<file path="src/rtl/llc_snoop_responder.sv">
// llc_snoop_responder
//   Bus-side snoop responder for the 16-way, 64 B-line LLC. It accepts one
//   snooped bus operation at a time and looks up the addressed set in the tag/MESI
//   store. It answers NOHIT/HIT/HITM. When the hit line is modified, it fetches the
//   line from L1, writes it back on the bus, optionally invalidates the L1 copy and
//   finally rewrites the MESI state of the hit way. PLRU state is never touched.
//
// Ports
//   clk, rst_n                         clock, asynchronous active-low reset
//   snp_valid/snp_ready/snp_op/snp_addr  snoop request (READ/WRITE/RWIM/INVALIDATE)
//   snp_rsp_valid/snp_rsp              one-cycle response strobe (NOHIT/HIT/HITM)
//   ts_rd_en/ts_rd_set                 tag store read request
//   ts_rd_tags/ts_rd_mesi              tag store read data, valid the cycle after ts_rd_en
//   ts_wr_en/ts_wr_set/ts_wr_way/ts_wr_mesi  tag store MESI write
//   l1_msg_valid/l1_msg_ready/l1_msg/l1_msg_addr  L1 message channel (GETLINE/INVALIDATELINE)
//   wb_valid/wb_ready/wb_addr          bus writeback of the modified line
//   err                                one-cycle protocol-violation strobe
//   cnt_hit/cnt_hitm                   saturating HIT / HITM response counters
module llc_snoop_responder #(
    parameter int  ADDR_SIZE   = 32,
    parameter int  LINE_SIZE   = 64,
    parameter int  N_WAY       = 16,
    parameter int  NUM_SETS    = 16384,
    localparam int OFFSET_SIZE = $clog2(LINE_SIZE),
    localparam int INDEX_SIZE  = $clog2(NUM_SETS),
    localparam int TAG_SIZE    = ADDR_SIZE - INDEX_SIZE - OFFSET_SIZE,
    localparam int WAY_BITS    = $clog2(N_WAY)
) (
    input  logic                      clk,
    input  logic                      rst_n,
    input  logic                      snp_valid,
    output logic                      snp_ready,
    input  logic [1:0]                snp_op,
    input  logic [ADDR_SIZE-1:0]      snp_addr,
    output logic                      snp_rsp_valid,
    output logic [1:0]                snp_rsp,
    output logic                      ts_rd_en,
    output logic [INDEX_SIZE-1:0]     ts_rd_set,
    input  logic [N_WAY*TAG_SIZE-1:0] ts_rd_tags,
    input  logic [N_WAY*2-1:0]        ts_rd_mesi,
    output logic                      ts_wr_en,
    output logic [INDEX_SIZE-1:0]     ts_wr_set,
    output logic [WAY_BITS-1:0]       ts_wr_way,
    output logic [1:0]                ts_wr_mesi,
    output logic                      l1_msg_valid,
    input  logic                      l1_msg_ready,
    output logic [1:0]                l1_msg,
    output logic [ADDR_SIZE-1:0]      l1_msg_addr,
    output logic                      wb_valid,
    input  logic                      wb_ready,
    output logic [ADDR_SIZE-1:0]      wb_addr,
    output logic                      err,
    output logic [31:0]               cnt_hit,
    output logic [31:0]               cnt_hitm
);

    typedef enum logic [2:0] {IDLE, LOOKUP, RESP, GETL, WB, INVL, UPDATE} state_e;
    typedef enum logic [1:0] {OP_READ, OP_WRITE, OP_RWIM, OP_INVALIDATE} op_e;
    typedef enum logic [1:0] {MESI_M, MESI_E, MESI_S, MESI_I} mesi_e;
    typedef enum logic [1:0] {RSP_NOHIT, RSP_HIT, RSP_HITM} rsp_e;
    typedef enum logic [1:0] {L1_GETLINE, L1_INVALIDATELINE} l1_msg_e;

    state_e                state, state_d;
    op_e                   lat_op;
    logic [TAG_SIZE-1:0]   lat_tag;
    logic [INDEX_SIZE-1:0] lat_set;
    logic [WAY_BITS-1:0]   lat_way;
    mesi_e                 lat_mesi;

    logic [N_WAY-1:0]      match;
    logic                  hit, multi_hit;
    logic [WAY_BITS-1:0]   hit_way;
    mesi_e                 hit_mesi;
    rsp_e                  rsp;
    mesi_e                 new_mesi;
    logic                  act_err;
    state_e                resp_next;

    // Only line-granular addresses are tracked; the byte offset is dropped.
    logic unused_offset;
    assign unused_offset = ^snp_addr[OFFSET_SIZE-1:0];

    assign ts_rd_set   = lat_set;
    assign ts_wr_set   = lat_set;
    assign ts_wr_way   = lat_way;
    assign ts_wr_mesi  = lat_mesi;
    assign l1_msg_addr = {lat_tag, lat_set, {OFFSET_SIZE{1'b0}}};
    assign wb_addr     = {lat_tag, lat_set, {OFFSET_SIZE{1'b0}}};

    // Tag compare across all valid (non-I) ways.
    always_comb begin
        match = '0;
        for (int unsigned w = 0; w < N_WAY; w++) begin
            match[w] = (ts_rd_mesi[w*2 +: 2] != MESI_I) &&
                       (ts_rd_tags[w*TAG_SIZE +: TAG_SIZE] == lat_tag);
        end
    end

    assign hit       = |match;
    assign multi_hit = |(match & (match - 1'b1));

    // Walk from the top way downwards so the lowest matching way wins.
    always_comb begin
        hit_way  = '0;
        hit_mesi = MESI_I;
        for (int unsigned i = 0; i < N_WAY; i++) begin
            if (match[N_WAY-1-i]) begin
                hit_way  = WAY_BITS'(N_WAY-1-i);
                hit_mesi = mesi_e'(ts_rd_mesi[(N_WAY-1-i)*2 +: 2]);
            end
        end
    end

    // Response, new MESI state and follow-up sequence for the looked-up line.
    always_comb begin
        rsp       = RSP_NOHIT;
        new_mesi  = hit_mesi;
        act_err   = 1'b0;
        resp_next = IDLE;
        if (hit) begin
            case (lat_op)
                OP_READ: begin
                    new_mesi = MESI_S;
                    case (hit_mesi)
                        MESI_M: begin
                            rsp       = RSP_HITM;
                            resp_next = GETL;
                        end
                        MESI_E: begin
                            rsp       = RSP_HIT;
                            resp_next = UPDATE;
                        end
                        default: rsp = RSP_HIT;
                    endcase
                end
                OP_WRITE: act_err = 1'b1;
                OP_RWIM: begin
                    new_mesi = MESI_I;
                    if (hit_mesi == MESI_M) begin
                        rsp       = RSP_HITM;
                        resp_next = GETL;
                    end else begin
                        rsp       = RSP_HIT;
                        resp_next = INVL;
                    end
                end
                default: begin
                    if (hit_mesi == MESI_S) begin
                        rsp       = RSP_HIT;
                        new_mesi  = MESI_I;
                        resp_next = INVL;
                    end else begin
                        act_err = 1'b1;
                    end
                end
            endcase
        end
    end

    always_comb begin
        state_d       = state;
        snp_ready     = 1'b0;
        snp_rsp_valid = 1'b0;
        snp_rsp       = RSP_NOHIT;
        ts_rd_en      = 1'b0;
        ts_wr_en      = 1'b0;
        l1_msg_valid  = 1'b0;
        l1_msg        = L1_GETLINE;
        wb_valid      = 1'b0;
        err           = 1'b0;
        case (state)
            IDLE: begin
                // Reset leaves the FSM in IDLE; ready must still read low then.
                snp_ready = rst_n;
                if (snp_valid) state_d = LOOKUP;
            end
            LOOKUP: begin
                ts_rd_en = 1'b1;
                state_d  = RESP;
            end
            RESP: begin
                snp_rsp_valid = 1'b1;
                snp_rsp       = rsp;
                err           = act_err | multi_hit;
                state_d       = resp_next;
            end
            GETL: begin
                l1_msg_valid = 1'b1;
                if (l1_msg_ready) state_d = WB;
            end
            WB: begin
                wb_valid = 1'b1;
                if (wb_ready) state_d = (lat_op == OP_RWIM) ? INVL : UPDATE;
            end
            INVL: begin
                l1_msg_valid = 1'b1;
                l1_msg       = L1_INVALIDATELINE;
                if (l1_msg_ready) state_d = UPDATE;
            end
            UPDATE: begin
                ts_wr_en = 1'b1;
                state_d  = IDLE;
            end
            default: state_d = IDLE;
        endcase
    end

    always_ff @(posedge clk or negedge rst_n) begin
        if (!rst_n) begin
            state    <= IDLE;
            lat_op   <= OP_READ;
            lat_tag  <= '0;
            lat_set  <= '0;
            lat_way  <= '0;
            lat_mesi <= MESI_M;
            cnt_hit  <= '0;
            cnt_hitm <= '0;
        end else begin
            state <= state_d;
            if (state == IDLE && snp_valid) begin
                lat_op  <= op_e'(snp_op);
                lat_tag <= snp_addr[ADDR_SIZE-1 -: TAG_SIZE];
                lat_set <= snp_addr[OFFSET_SIZE +: INDEX_SIZE];
            end
            if (state == RESP) begin
                lat_way  <= hit_way;
                lat_mesi <= new_mesi;
                if (rsp == RSP_HIT && cnt_hit != '1) cnt_hit <= cnt_hit + 32'd1;
                if (rsp == RSP_HITM && cnt_hitm != '1) cnt_hitm <= cnt_hitm + 32'd1;
            end
        end
    end

endmodule

</file>
<file path="config.mk">
export PLATFORM = sky130hd
export DESIGN_NAME = llc_snoop_responder
export DESIGN_NICKNAME = d
export VERILOG_FILES = /design/src/rtl/llc_snoop_responder.sv
export SDC_FILE = /design/constraint.sdc
export NUM_CORES = 1
export LEC_CHECK = 0
export CAP_MARGIN = 0
export CORE_AREA = 8 8 162 164
export DETAILED_ROUTE_END_ITERATION = 6
export DIE_AREA = 0 0 170 172
export PLACE_DENSITY_LB_ADDON = 0.05
export SLEW_MARGIN = 10
export SYNTH_ARGS = -nofsm -noshare
export SYNTH_HDL_FRONTEND = slang
export SYNTH_SLANG_ARGS = --single-unit
export TNS_END_PERCENT = 100
</file>
<file path="constraint.sdc">
create_clock -name clk -period 6.1 [get_ports clk]
set_input_delay 1.83 -clock clk [delete_from_list [all_inputs] [get_ports clk]]
set_output_delay 1.83 -clock clk [all_outputs]
set_load 0.05 [all_outputs]
</file>
=== Word level (Yosys, flattened, before mapping) ===
Cells that the tools add are included.

* Bits in registers: 101
* Word-level logic and storage cells: 154
* Output and inout bits: 173
* Bits of input ports: 263

* Muxes and demuxes: 62
* Bitwise operators: 2
* Eq/ne operators: 50
* Add/subtract/negate cells: 3
* Reductions and logical operators: 29

{| class="wikitable"
|+ Operators by type and width
! kind !! number
|-
| == test 12 bit || 16
|-
| adder 32 x 1 -> 32 bit, second input constant || 2
|-
| 2-to-1 mux 4 bit || 16
|-
| != test 32 bit, second input constant || 2
|-
| 2-to-1 mux 2 bit || 22
|-
| != test 2 bit, second input constant || 20
|-
| OR reduction 16 bit || 2
|-
| 2-to-1 mux 3 bit || 7
|-
| logical AND 1 bit || 19
|-
| case mux 3 bit (6 select lines) || 1
|-
| bitwise AND 16 bit || 1
|-
| subtractor 16 x 1 -> 16 bit, second input constant || 1
|-
| 2-to-1 mux 1 bit || 11
|-
| == test 3 bit, second input constant || 3
|-
| case mux 3 bit (3 select lines) || 1
|-
| == test 2 x 1 -> 1 bit, second input constant || 3
|-
| == test 2 bit, second input constant || 3
|-
| == test 3 x 2 -> 1 bit, second input constant || 2
|-
| case mux 2 bit (3 select lines) || 1
|-
| case mux 3 bit (2 select lines) || 1
|-
| logical NOT 2 bit || 2
|-
| case mux 2 bit (2 select lines) || 1
|-
| AND reduction 2 bit || 2
|-
| AND reduction 4 bit || 1
|-
| 5 further kinds || 6
|}

=== Logic depth before layout (Yosys ltp) ===
Gate-level depths: netlist of the first run.

* Depth after elaboration: 25
* Gate-level depth with buffers: 15
* Depth with buffers taken out: 11

=== Least setup slack after synthesis of the first run ===
Ideal clock, no wire load.

* Kind: input to output
* Start: in ts_rd_tags[20]
* End: out snp_rsp[0]
* Data required time: 4270 ps
* Stages on the path: 10
* Slack: -680 ps
* Data arrival time: 4950 ps
* Buffers on the path: 0
* Cell sequence: xor2_1 -> nor4_2 -> nand4_1 -> a2111o_1 -> o31a_2 -> o21ai_2 -> o311a_1 -> a21oi_2 -> and2_1 -> a211oi_1

* Cells in the longest elaborated chain, start to end: 9
* Elaborated cells on any way between the ends: 12
* Those cells by class: eq/ne (2); mux (7); reduce/logical (3)

{| class="wikitable"
|+ RTL lines
! element !! line !! RTL
|-
| start, declared || 39 || <nowiki>input logic [N_WAY*TAG_SIZE-1:0] ts_rd_tags,</nowiki>
|-
| == test 12 bit * || 95 || <nowiki>(ts_rd_tags[w*TAG_SIZE +: TAG_SIZE] == lat_tag);</nowiki>
|-
| logical AND 1 bit * || 94 || <nowiki>match[w] = (ts_rd_mesi[w*2 +: 2] != MESI_I) &&</nowiki>
|-
| 2-to-1 mux 2 bit (2 in a row) || 107 || <nowiki>if (match[N_WAY-1-i]) begin</nowiki>
|-
| == test 2 bit / logical NOT 2 bit (equally long branches) || 148, 124, 139 ||
|-
| 2-to-1 mux 1 bit / 2-to-1 mux 2 bit (equally long branches) || 148, 124, 139 ||
|-
| case mux 2 bit (2 select lines) || 121 || <nowiki>case (lat_op)</nowiki>
|-
| 2-to-1 mux 2 bit * || 120 || <nowiki>if (hit) begin</nowiki>
|-
| 2-to-1 mux 2 bit * || 171 || <nowiki>case (state)</nowiki>
|-
| end, declared || 36 || <nowiki>output logic [1:0] snp_rsp,</nowiki>
|}

Mark *: on every way between the ends. The rest lies on a longest branch, timed or not.

=== Worst setup path after layout of the first run ===
* Start: in ts_rd_tags[185]
* End: out err

* Cells in the longest elaborated chain, start to end: 24
* Elaborated cells on any way between the ends: 28
* Those cells by class: add/sub (1); eq/ne (2); mux (20); bitwise (2); reduce/logical (3)

{| class="wikitable"
|+ RTL lines
! element !! line !! RTL
|-
| == test 12 bit * || 95 ||
|-
| logical AND 1 bit * || 94 ||
|-
| 2-to-1 mux 2 bit (16 in a row) || 107 ||
|-
| == test 2 bit || 148 || <nowiki>if (hit_mesi == MESI_S) begin</nowiki>
|-
| 2-to-1 mux 1 bit || 148 ||
|-
| case mux 1 bit (2 select lines) || 121 ||
|-
| 2-to-1 mux 1 bit || 120 ||
|-
| OR 1 bit * || 184 || <nowiki>err = act_err | multi_hit;</nowiki>
|-
| 2-to-1 mux 1 bit * || 171 ||
|-
| end, declared || 52 || <nowiki>output logic err,</nowiki>
|}

Marks and branches as above.

==> results of run 1 <==
-- report_power, final --
group / switching, W / internal [W]
Clock: 0.000291 / 0.000288
Sequential: 0.000312 / 0.000774
Combinational: 0.00207 / 0.00134
Total: 0.00267 / 0.00240
-- stage by stage --
step	setup TNS, ns	utilization	cells
final	-0.659	0.619	1750
after detailed placement	-1.98	0.555	1660
after global routing	-1.07	0.619	1748
after global placement	-1.95	0.555	1660
after floorplan	-0.197	-	915
after CTS	-0.546	0.597	1725
-- worst reg2reg max path: cells and delay by family, from the launching register on --
kind / cells / cell delay [ns]
buffers and inverters: 29 / 3.92
DFF: 1 / 0.89
and+or+nand+nor: 3 / 0.48
AOI/OAI and AO/OA: 3 / 0.21
xor gates and xnor gates: 1 / 0.09
-- timing repair --
action	CTS	global route
resized for setup	210	107
setup buffers	51	13
pin swaps	95	85
setup endpoints to repair	3	4
-- cell usage in the layout, fill, tap and decap left out, types with 8 or more instances in the layout --
cell type and n:
clkbuf_16 9, conb_1 13, a21oi_1 16, nand3_1 33
nor4_2 21, buf_6 18, and3_1 19, a2111oi_4 10
dlygate4sd2_1 70, nand2_1 50, clkdlybuf4s50_1 268, o21ai_0 13
xor2_1 124, dlymetal6s2s_1 48, xnor2_1 113, mux2_2 26
buf_4 157, dfrtp_1 101, inv_1 18, xor2_2 12
nor3_2 8, clkdlybuf4s15_1 19, diode_2 13, nand4_1 36
nand3_2 10, nor2_1 32, nor3_1 19
-- sequential cells by signal, indices dropped and copies added, names as in the netlist --
| signal | flops |
|---|---|
| cnt_hit | 32 |
| cnt_hitm | 32 |
| lat_op | 2 |
| lat_tag | 12 |
| state | 3 |
| ts_rd_set | 14 |
| ts_wr_mesi | 2 |
| ts_wr_way | 4 |
-- path summary, 6_finish.rpt --
path | startpoint | end | depth (start not counted)
worst max-delay path | ts_rd_tags[185] | err | 13
worst min-delay path | ts_wr_way[2] | ts_wr_way[2] | 2
worst max register to register | lat_tag[7] | ts_wr_way[2] | 36
worst min register to register | ts_wr_way[2] | ts_wr_way[2] | 2
max in group asynchronous | rst_n | lat_tag[1] | 3
min in group asynchronous | rst_n | ts_rd_set[11] | 2
-- metal layers --
layer  vias to the layer above  global-route usage  share of wire  routed length, um
met5                         -                   0         0.0016                 58
met4                        10              0.0725          0.020                745
met3                        54              0.0699          0.076               2840
met2                       288               0.426           0.50              18700
met1                      4129               0.280           0.40              14800
li1                       4079                   -              -                  -
-- final cells by class --
type | count | area [um2]
antenna | 13 | 32.5
clock buffer | 9 | 225
clock inverter | 7 | 68.8
fill | 2150 | 9080
inverter | 18 | 67.6
multi-input combinational | 686 | 5780
sequential | 101 | 2530
tap | 324 | 405
timing repair buffer | 592 | 5630
-- kinds of logic (layout without fill, tap and decap cells) --
| kind of cell | Yosys count | in the layout | share of synthesized area |
|---|---|---|---|
| mux | 28 | 28 | 0.0367 |
| compound gates | 99 | 99 | 0.0944 |
| buf+inv | 128 | 626 | 0.112 |
| flops | 101 | 101 | 0.297 |
| other cells | 1 | 26 | 0.000440 |
| simple gates | 291 | 291 | 0.196 |
| fa+ha+maj | 3 | 3 | 0.00411 |
| xor+xnor | 252 | 252 | 0.260 |
==> impl_metrics.csv, run 1 <==
group,metric,value,unit
critical_path,cp_top_family,"compound AO/OA/AOI/OAI gates",
floorplanning,rows,57,
synthesis,netlist_area,8520,um2
synthesis,yosys_most_used_dff,"dfrtp_1",
timing,slew_viol_final,0,
critical_path,worst-path-buf-inv,3,
status,violations,"negative setup slack",
timing,tightest_slew,1.03,ns
power,leakagePower,6.59,nW
detailed_routing,drt_wl_total,37200,um
synthesis,yosysTopAreaCell,"dfrtp_1",
clocking,cts-hold-fix-buffers,0,
critical_path,path_cells,"clkdlybuf4s15_1 > xor2_1 > nor4_2 > buf_4 > nand3_2 > o311ai_4 > a221oi_2 > o221ai_2 > nand2_1 > a211o_1 > o211ai_1 > a41oi_2 > buf_12",
critical_path,critPathMaxFanout,2,
global_route,grt-ovfl-total,0,
place,pre_cts_slack,-0.715,ns
timing,finalClockSkew,0.0119,ns
place,dp.final_hpwl,28800,um
global_route,grt_usage,0.241,
global_route,antenna_found_initial,16,
cells_and_area,postLayoutCellArea,14700,um2
floorplanning,dieArea,29200,um2
timing,hold_viol_final,0,
synthesis,yosysMostFrequentCell,"xor2_1",
floorplanning,num_io_pins,436,
timing,rsz0062_at_grt,"true",
power,p_per_area,344,nW/um2
critical_path,worstSetupEndpointType,"output pin",
cells_and_area,nets,1673,
run,maxCapViolCount,0,
place,io_buffers,416,
timing,max_freq,159,MHz
status,status,"finished with violations",
synthesis,synth_commonest_cells,"xor2_1, xnor2_1, dfrtp_1",
clocking,cts_buffers,9,
synthesis,yosysWarnings,0,
detailed_routing,drtIter0Drc,312,
detailed_routing,wl_per_cell,21.2,um
synthesis,synth_edf_count,0,
cells_and_area,drive_gt1_frac,0.255,
timing,slew_headroom,0.312,
timing,layout_min_cycle_time,6.29,ns
clocking,cts_max_level,3,
global_route,grt_pass1_vias,8910,
cells_and_area,area_delta_synth_final,73.0,%
min_path,hp-class,"reg -> reg",
critical_path,critPathLaunchType,"input pin",
place,gp_congestion,0.889,
clocking,clkTransAtPathRegs,0.08,ns
critical_path,arrival,4.46,ns
synthesis,yosysSeqAreaShare,0.297,
power,peakVddDrop,0.394,mV
clocking,cts_buffer_depth,2,
detailed_routing,ant_nets,0,
clocking,cts-root-buf,"clkbuf_16",
floorplanning,initial_utilization,0.358,
timing,period_share,1.03,
timing,holdWs,0.481,ns
critical_path,criticalPathCategory,"in -> out",
synthesis,synth_cells,903,
critical_path,crit_required,4.27,ns
detailed_routing,drc,0,
floorplanning,die_h,172,um
synthesis,synth_area_leaders,"dfrtp_1, xor2_1, xnor2_1",
critical_path,rrSetupSlack,0.45,ns
floorplanning,die_w,170,um
synthesis,synth_top_cell_area_share,0.297,
critical_path,cpPeakStageDelay,0.41,ns
global_route,grt_pass1_wl,53900,um
synthesis,synth_seq_cells,101,
detailed_routing,viasPerCell,4.89,
synthesis,synth_area_per_cell,9.44,um2
detailed_routing,first_pass_iters,5,
timing,finalWorstSetupSlack,-0.192,ns
clocking,clkLatencyLatePin,0.35,ns
synthesis,synth_async_sr_flop_share,1.00,
clocking,clock-sinks,101,
detailed_routing,vias,8560,
clocking,cts_tree,"built",
critical_path,critical-path-slowest-cell,"nor4_2",
place,dpl_cell_area,13200,um2
synthesis,synth.distinct_cells,88,
floorplanning,core-area,23800,um2
timing,finalSetupViolCount,4,
global_route,grt_max_degree,59,
power,fin_total_pwr,0.00508,W
(Power assumes the default switching activity.)
==> run 2, diff against run 1 <==
==> constraint.sdc (replaced) <==
create_clock -name clk -period 7.5 [get_ports clk]
set_input_delay 2.25 -clock clk [delete_from_list [all_inputs] [get_ports clk]]
set_output_delay 2.25 -clock clk [all_outputs]
set_load 0.05 [all_outputs]
==> run 2 against run 1 <==
The flow now finishes without violations. Hold slack better by 0.0076 ns. Routed wire length is 3.8% lower. Global-route usage is 0.83 points lower. Sequential cell count stayed put. Register-to-register slack better by 2.4 ns.
==> impl_metrics.csv, run 2 (synthesis gave the netlist of run 1 again) <==
group,metric,value,unit
clocking,cts-root-buf,"clkbuf_16",
timing,period_share,0.985,
timing,rsz0062_at_grt,"true",
detailed_routing,viasPerCell,4.99,
timing,slew_headroom,0.312,
detailed_routing,drtIter0Drc,420,
timing,layout_min_cycle_time,7.39,ns
power,p_sw_frac,0.530,
floorplanning,core-area,23800,um2
timing,max_freq,135,MHz
power,seq_power_share,0.220,
detailed_routing,ant_nets,0,
critical_path,worstSetupEndpointType,"output pin",
clocking,cts_tree,"built",
clocking,cts_buffers,9,
global_route,grt_max_degree,57,
clocking,clkLatencyLatePin,0.36,ns
cells_and_area,nets,1562,
power,peakVddDrop,0.290,mV
global_route,grt_pass1_vias,8220,
run,maxCapViolCount,0,
timing,finalWorstSetupSlack,0.115,ns
critical_path,critPathLaunchType,"input pin",
detailed_routing,drt_wl_total,35800,um
min_path,hp-class,"reg -> reg",
timing,slew_viol_final,0,
global_route,grt_usage,0.233,
cells_and_area,final_common_cell,"clkdlybuf4s50_1",
clocking,cts_buffer_depth,2,
timing,finalSetupViolCount,0,
detailed_routing,vias,8156,
cells_and_area,layoutNonFillerInstCount,1635,
floorplanning,num_io_pins,436,
floorplanning,die_w,170,um
critical_path,criticalPathCategory,"in -> out",
timing,tightest_slew,1.03,ns
power,combinationalPowerShare,0.657,
status,status,"finished clean",
floorplanning,dieArea,29200,um2
critical_path,crit_required,5.25,ns
min_path,hold_depth,2,
timing,holdWs,0.488,ns
clocking,clock-sinks,101,
power,p_per_area,296,nW/um2
power,fin_total_pwr,0.00398,W
place,dp.final_hpwl,28600,um
power,leakagePower,5.54,nW
power,p_sw,0.00211,W
floorplanning,rows,57,
clocking,clkTransAtPathRegs,0.08,ns
power,power.internal,0.00187,W
detailed_routing,wl_per_cell,21.9,um
critical_path,arrival,5.14,ns
global_route,grt_pass1_wl,51800,um
global_route,antenna_found_initial,15,
critical_path,critPathMaxFanout,3,
cells_and_area,layout_common_cells,"clkdlybuf4s50_1, xor2_1, xnor2_1",
place,pre_cts_slack,-0.135,ns
floorplanning,die_h,172,um
floorplanning,initial_utilization,0.358,
place,io_buffers,416,
cells_and_area,final_util,0.565,
detailed_routing,drc,0,
timing,finalClockSkew,0.0142,ns
clocking,cts_max_level,3,
power,p_clk_frac,0.123,
cells_and_area,drive_gt1_frac,0.148,
place,numPlacedInstances,1603,
detailed_routing,first_pass_iters,5,
timing,hold_viol_final,0,
cells_and_area,area_delta_synth_final,57.8,%
critical_path,worstRegToRegCells,16,
place,gp_congestion,0.905,
global_route,grt-ovfl-total,0,
==> run 2: cell count changes in the layout (fill, tap and decap cells not counted), sizes merged <==
cell	previous run	this run
clkdlybuf4s50	268	396
buf	186	69
dlygate4sd2	70	0
dlymetal6s2s	48	16
clkdlybuf4s15	19	0
diode	13	9
clkinv	3	5
inv	21	19
clkbuf	10	9
==> run 2: stage by stage <==
| stage | TNS [ns] | area [um2] |
|---|---|---|
| floorplan | 0 | 8570 |
| global placement | -0.285 | 12700 |
| detailed placement | -0.166 | 12700 |
| CTS | -0.0474 | 13100 |
| global route | -0.0190 | 13400 |
| finish | 0 | 13400 |
==> run 2: final timing paths <==
check	start	endpoint	slack, ns
min in group asynchronous	rst_n	ts_rd_set[5]	2.03
hold reg to reg	ts_wr_way[0]	ts_wr_way[0]	0.49
setup / recovery	ts_rd_mesi[26]	err	0.11
setup reg to reg	lat_tag[2]	cnt_hitm[20]	2.84
hold / removal	ts_wr_way[0]	ts_wr_way[0]	0.49
max in group asynchronous	rst_n	lat_op[0]	4.24
==> run 2: layout make-up <==
class | count | area (um2)
fillers | 2251 | 10400
inverters | 18 | 67.6
multi-input cells | 686 | 5380
repair buffers | 481 | 4730
clock buffers | 9 | 225
well taps | 324 | 405
flip-flops and latches | 101 | 2530
diodes | 9 | 22.5
clock inverters | 7 | 90.1
==> run 2: metal layers <==
metal | wire, um | GRT usage
met3 | 2810 | 0.0744
met1 | 14200 | 0.272
met4 | 634 | 0.0744
met2 | 18000 | 0.401
met5 | 77 | 0
==> run 2: worst max-delay path, stage by stage <==
cell and delay, ns:
clkdlybuf4s50_1 0.47, a2111oi_2 0.41, buf_4 0.17, nand4_1 0.21, o311ai_4 0.17, a221oi_2 0.11
o221ai_1 0.21, nand2_1 0.15, a211o_1 0.32, o211ai_1 0.27, a41oi_2 0.20, buf_12 0.19
==> run 2: power groups by stage <==
stage,sequential [W],combinational [W],clock [W]
3_5_place_dp,0.000889,0.00256,0
2_1_floorplan,0.000990,0.00184,0
5_1_grt,0.000898,0.00275,0.000529
4_1_cts,0.000877,0.00258,0.000509
3_3_place_gp,0.000884,0.00255,0
6_report,0.000875,0.00262,0.000491
==> run 2: timing repair <==
action,4_1_cts,5_1_grt
buffers inserted,0,7
hold buffers,0,0
setup endpoints to repair,2,3
pin swaps,1,33
resized for setup,5,62
